$ cat src/rtl/rv_fanout_pipe_reg_if.sv
// -----------------------------------------------------------------------------
// rv_fanout_pipe_reg_if
//   Handshake bundle for the fanout pipeline register: upstream data/valid/ready
//   and the downstream track (data/valid out, merged ready in).
//
//   Signals (named from the pipeline register's point of view):
//     data_in   [DATA_WIDTH] upstream data
//     valid_in                upstream valid
//     ready_out               ready back to upstream
//     data_out  [DATA_WIDTH] data onto the fanout track
//     valid_out               valid to the fanout sinks
//     ready_in                merged ready from the fanout ready-merge stage
//
//   Modports:
//     slave  - the pipeline register itself
//     master - the environment around it (upstream source + fanout stage)
// -----------------------------------------------------------------------------
interface rv_fanout_pipe_reg_if #(
   parameter int DATA_WIDTH = 16
);
   logic [DATA_WIDTH-1:0] data_in;
   logic                  valid_in;
   logic                  ready_out;
   logic [DATA_WIDTH-1:0] data_out;
   logic                  valid_out;
   logic                  ready_in;

   modport slave (
      input  data_in, valid_in, ready_in,
      output ready_out, data_out, valid_out
   );

   modport master (
      output data_in, valid_in, ready_in,
      input  ready_out, data_out, valid_out
   );
endinterface

$ cat src/rtl/rv_fanout_pipe_reg.sv
// -----------------------------------------------------------------------------
// rv_fanout_pipe_reg
//   Ready/valid pipeline register feeding the fanout ready-merge stage of the
//   CGRA interconnect. In registered mode it is a 2-entry FIFO, so ready_out is
//   a pure function of stored state and the ready path is cut at every hop.
//   In pass-through mode data/valid/ready flow straight through.
//
//   Ports:
//     clk        single clock
//     rst_n      asynchronous active-low reset
//     cfg_reg_en 1 = registered (FIFO) mode, 0 = combinational pass-through
//     flush      synchronous clear of FIFO contents (and stall counter)
//     bus        handshake bundle (slave modport), see rv_fanout_pipe_reg_if
//     stall_cnt  cycles with valid_out=1 and ready_in=0, saturating
//
//   Optional feature macro: RV_FANOUT_PIPE_STALL_CNT_EN
//     defined   - stall counter is built
//     undefined - stall_cnt is tied to 0, no counter flops
// -----------------------------------------------------------------------------
module rv_fanout_pipe_reg #(
   parameter int DATA_WIDTH = 16,
   parameter int CNT_WIDTH  = 16
) (
   input  logic                 clk,
   input  logic                 rst_n,
   input  logic                 cfg_reg_en,
   input  logic                 flush,
   rv_fanout_pipe_reg_if.slave  bus,
   output logic [CNT_WIDTH-1:0] stall_cnt
);

   logic [DATA_WIDTH-1:0] r_mem [0:1];
   logic                  r_wr_ptr;
   logic                  r_rd_ptr;
   logic [1:0]            r_count;

   logic                  w_fifo_ready;
   logic                  w_fifo_valid;
   logic [DATA_WIDTH-1:0] w_fifo_data;
   logic                  w_push;
   logic                  w_pop;

   // FIFO-side handshake depends only on stored state: no path from ready_in.
   assign w_fifo_ready = (r_count != 2'd2);
   assign w_fifo_valid = (r_count != 2'd0);
   assign w_fifo_data  = w_fifo_valid ? r_mem[r_rd_ptr] : '0;

   // A push during flush is dropped; nothing moves through the FIFO in
   // pass-through mode.
   assign w_push = cfg_reg_en & ~flush & bus.valid_in & w_fifo_ready;
   assign w_pop  = cfg_reg_en & w_fifo_valid & bus.ready_in;

   assign bus.ready_out = cfg_reg_en ? w_fifo_ready : bus.ready_in;
   assign bus.valid_out = cfg_reg_en ? w_fifo_valid : bus.valid_in;
   assign bus.data_out  = cfg_reg_en ? w_fifo_data  : bus.data_in;

   // NOTE: sequential state uses non-blocking assignments so every flop samples
   // pre-edge values regardless of statement order.
   always_ff @(posedge clk or negedge rst_n) begin
      if (!rst_n) begin
         r_count  <= 2'd0;
         r_wr_ptr <= 1'b0;
         r_rd_ptr <= 1'b0;
      end else if (!cfg_reg_en || flush) begin
         // Pass-through holds the FIFO empty, so a later switch to registered
         // mode starts clean.
         r_count  <= 2'd0;
         r_wr_ptr <= 1'b0;
         r_rd_ptr <= 1'b0;
      end else begin
         if (w_push) r_wr_ptr <= ~r_wr_ptr;
         if (w_pop)  r_rd_ptr <= ~r_rd_ptr;
         case ({w_push, w_pop})
            2'b10:   r_count <= r_count + 2'd1;
            2'b01:   r_count <= r_count - 2'd1;
            default: r_count <= r_count;
         endcase
      end
   end

   // NOTE: storage has no reset; its contents are never visible while
   // r_count==0 because data_out is forced to 0 then.
   always_ff @(posedge clk) begin
      if (w_push) r_mem[r_wr_ptr] <= bus.data_in;
   end

`ifdef RV_FANOUT_PIPE_STALL_CNT_EN
   logic                 w_stall;
   logic [CNT_WIDTH-1:0] r_stall_cnt;

   // Counts on the muxed outputs so both modes are covered.
   assign w_stall = bus.valid_out & ~bus.ready_in;

   always_ff @(posedge clk or negedge rst_n) begin
      if (!rst_n) begin
         r_stall_cnt <= '0;
      end else if (flush) begin
         r_stall_cnt <= '0;
      end else if (w_stall && (r_stall_cnt != {CNT_WIDTH{1'b1}})) begin
         r_stall_cnt <= r_stall_cnt + 1'b1;
      end
   end

   assign stall_cnt = r_stall_cnt;
`else
   assign stall_cnt = '0;
`endif

endmodule

$ cat src/flat_wrapper.sv
// flat-port wrapper written by rule: the top's interface ports become plain ports
module rv_fanout_pipe_reg_flat 
#(
   parameter int DATA_WIDTH = 16,
   parameter int CNT_WIDTH  = 16
)
  (clk, rst_n, cfg_reg_en, flush, stall_cnt, bus_data_in, bus_valid_in, bus_ready_in, bus_ready_out, bus_data_out, bus_valid_out);
  rv_fanout_pipe_reg_if #(.DATA_WIDTH(DATA_WIDTH)) bus_i ();
  input  logic clk;
  input  logic rst_n;
  input  logic cfg_reg_en;
  input  logic flush;
  output logic [CNT_WIDTH-1:0] stall_cnt;
  input wire logic [$bits(bus_i.data_in)-1:0] bus_data_in;
  input wire logic [$bits(bus_i.valid_in)-1:0] bus_valid_in;
  input wire logic [$bits(bus_i.ready_in)-1:0] bus_ready_in;
  output wire logic [$bits(bus_i.ready_out)-1:0] bus_ready_out;
  output wire logic [$bits(bus_i.data_out)-1:0] bus_data_out;
  output wire logic [$bits(bus_i.valid_out)-1:0] bus_valid_out;
  assign bus_i.data_in = bus_data_in;
  assign bus_i.valid_in = bus_valid_in;
  assign bus_i.ready_in = bus_ready_in;
  assign bus_ready_out = bus_i.ready_out;
  assign bus_data_out = bus_i.data_out;
  assign bus_valid_out = bus_i.valid_out;
  rv_fanout_pipe_reg #(.DATA_WIDTH(DATA_WIDTH), .CNT_WIDTH(CNT_WIDTH)) u_core (.clk(clk), .rst_n(rst_n), .cfg_reg_en(cfg_reg_en), .flush(flush), .bus(bus_i), .stall_cnt(stall_cnt));
endmodule
$ cat config.mk
export PLATFORM = sky130hd
export DESIGN_NAME = rv_fanout_pipe_reg_flat
export DESIGN_NICKNAME = d
export VERILOG_FILES = /design/src/rtl/rv_fanout_pipe_reg_if.sv /design/src/rtl/rv_fanout_pipe_reg.sv /design/src/flat_wrapper.sv
export SDC_FILE = /design/constraint.sdc
export NUM_CORES = 1
export LEC_CHECK = 0
export CAP_MARGIN = 20
export CELL_PAD_IN_SITES_DETAIL_PLACEMENT = 1
export CELL_PAD_IN_SITES_GLOBAL_PLACEMENT = 2
export CORE_ASPECT_RATIO = 1.25
export CORE_MARGIN = 1
export CORE_UTILIZATION = 31
export DETAILED_ROUTE_END_ITERATION = 10
export HOLD_SLACK_MARGIN = 0.08
export MAX_ROUTING_LAYER = met4
export PLACE_DENSITY = 0.82
export SETUP_SLACK_MARGIN = 0.1
export SLEW_MARGIN = 20
export SYNTH_ARGS = -nofsm -noshare
export SYNTH_HDL_FRONTEND = slang
export SYNTH_SLANG_ARGS = --single-unit
$ cat constraint.sdc
create_clock -name clk -period 7.7 [get_ports clk]
set_clock_uncertainty 0.15 [all_clocks]
set_input_delay 1.54 -clock clk [delete_from_list [all_inputs] [get_ports clk]]
set_output_delay 1.54 -clock clk [all_outputs]
set_load 0.02 [all_outputs]
==> run metrics <==
insertion delay to the later sink of the worst-skew pair=270 ps; initial antenna violation count=0; combined global-route utilization of all metal layers=0.1392; Rel. slew slack=0.3782; diode count=0; nature of the critical path endpoint=output pin; global-route wire length before repair=5.713 mm; power density normalized to cell area=186.6 nW/um^2; # DRC=0; count of yosys warnings during synthesis=0; final std cell area, no fill=2187 um^2; I/O Pins=56; Setup TNS Final=0 ps; top achievable clock speed=180.1 MHz; count of pins over their slew limit=0; CP Data Arrival Time=3860 ps; Core Box Area=5189 um^2; Worst R2R Start=u_core.r_count[1]; via count of the first global-routing pass=1152; sequential cell area=1061 um^2; most frequent cell after synthesis=edfxtp_1; maximum buffer depth of the clock tree=2; instance count of the mapped netlist=131; crit path from=cfg_reg_en; tightest hold margin=466.6 ps; Port Buffers=39; unrepaired setup endpoints after global routing=false; die extent in x=68.49 um; post-synthesis instance area=1713 um^2; Via density=4.672; Max IR drop VDD=0.06918 mV; critical setup path kind=in -> out; static leakage=0.7886 nW; worst reg2reg setup slack=6040 ps; transition time at the pin with the least slew margin=932.7 ps; H-tree depth=2; DR pass1 iterations=4; top cell types by occurrence after synthesis=edfxtp_1 (32), buf_4 (18), inv_1 (17); initial core utilization=0.3301; mean area per synthesized cell=13.08 um^2; final period demand of the worst path=5553 ps; total wire length=3.672 mm; Worst Reg-to-Reg Cells=3; area added between synthesis and finish=27.68%; post-detailed-route wirelength per cell=15.63 um; Final WS setup=2147 ps; Post-CTS Hold Buffers=0; count of cells resized by post-cts repair=0; part of the Yosys area used for sequential elements=0.6194; endpoint of the worst register-to-register path=u_core.r_mem[1][0]; FF+latch count, synth=36; Clk pin slew, worst setup/hold paths=70 ps; detailed router's first-iteration violation count=32; Inserted Clock Buffers=5; Total Die Area=5828 um^2; overflow left after global routing=0; number of nets at the end of the flow=194; endpoints failing setup=0; Hold Fails Final Rpt=0; share of async-settable or async-resettable flops after synthesis=0.1111; post-placement setup slack=2107 ps; y dimension of the die=85.11 um; cell row count=29; data required time of the critical path=6010 ps; Setup Buffers After CTS=0; clock sinks=36; pin count of the biggest net entering global routing=23; max-cap viol count=0; distinct cell type count after synthesis=23; run status=finished clean; clock tree root buffer cell=clkbuf_8; estimated wirelength of the detail-placed design=2.600 mm; share of the clock period used by the worst path=0.7211; highest net fanout along the worst path=22; CTS tree=yes; antenna viol nets, final=0; top cell type's share of synthesized area=0.5610; number of vias in the routed layout=1098; post-layout util=0.4215; flip-flop cell with the highest count after synthesis=edfxtp_1; number of enable-type register cells in the synthesized netlist=32; Yosys top cell by area=edfxtp_1; top post-synthesis cells by area=edfxtp_1 (56%), mux2i_1 (9.3%), buf_4 (7.9%); combined area of the multi-input logic cells=489.2 um^2; filler cell count in the final layout=565; class of the worst hold path=reg -> reg; Critical Path Source Type=input pin; gpl congestion=0.7154; critical path capture point=bus_data_out[8]; fraction of layout instances using a drive strength above 1=0.07514; instance area at placement=2097 um^2
-- critical path: stages --
cell and delay [ps]:
clkdlybuf4s50_1 1070, o21ai_4 350, o22ai_1 260, clkdlybuf4s50_1 650
-- kinds of logic after synthesis --
logic type	share of synthesized area
buffers and inverters	0.1351
flip-flops	0.6194
AO/OA/AOI/OAI	0.1059
multiplexers	0.09350
AND/OR/NAND/NOR	0.03872
XOR/XNOR	0.005114
other	0.002189
-- cell type report --
type	count	share of cell area
inverter	17	0.02918
tap	62	0.03547
sequential	36	0.4851
timing repair buffer	41	0.1854
clock buffer	8	0.04119
multi-input combinational	71	0.2237
-- through the flow --
stage	total power, mW	instances
3_3_place_gp	0.2788	227
3_5_place_dp	0.2809	227
4_1_cts	0.4141	235
5_1_grt	0.4281	235
2_1_floorplan	0.2575	146
6_report	0.4082	235
-- per-layer routing --
layer,wire length [um],track usage,up-vias,share of wire
met5,0,-,-,0
met4,40,0.05682,0,0.011
met3,147,0.02957,2,0.040
met2,2028,0.2353,36,0.55
met1,1456,0.1540,535,0.40
li1,-,-,525,-
-- worst min-delay path by stage --
stage / start / to / slack [ps] / cells after the start
floorplan: u_core.r_wr_ptr / u_core.r_wr_ptr / 390 / 2
global placement: u_core.r_wr_ptr / u_core.r_wr_ptr / 410 / 2
detailed placement: u_core.r_wr_ptr / u_core.r_wr_ptr / 460 / 2
CTS: u_core.r_wr_ptr / u_core.r_wr_ptr / 480 / 2
global route: u_core.r_wr_ptr / u_core.r_wr_ptr / 520 / 2
finish: u_core.r_wr_ptr / u_core.r_wr_ptr / 470 / 2
-- sequential cells by signal (all words and copies together), names as in the netlist --
| signal | count |
|---|---|
| u_core.r_count | 2 |
| u_core.r_rd_ptr | 1 |
| u_core.r_wr_ptr | 1 |
| u_core.r_mem | 32 |
-- report_power, final --
part	switching [mW]	leakage, nW	internal, mW
clock network	0.0588	0.0455	0.0729
registers	0.00212	0.346	0.217
logic	0.0322	0.398	0.0254
total	0.0931	0.789	0.315
-- layout by cell type, fill, tap and decap left out --
master           instances
dfrtp_1                  4
buf_4                    2
edfxtp_1                32
nand2b_1                 1
clkdlybuf4s50_1         39
o211ai_1                 2
conb_1                  16
and3b_2                  1
inv_1                   17
nor2b_4                  1
a21oi_1                  4
clkbuf_8                 6
nor4_2                   1
o22ai_1                 16
clkbuf_1                 2
nor4b_2                  1
o21bai_1                 1
o21ai_4                  1
o21ai_0                  3
a22oi_1                  1
or3_1                    1
xor2_1                   1
mux2i_1                 16
nor2_1                   4
Note: power is estimated with default switching activity, not from simulation.
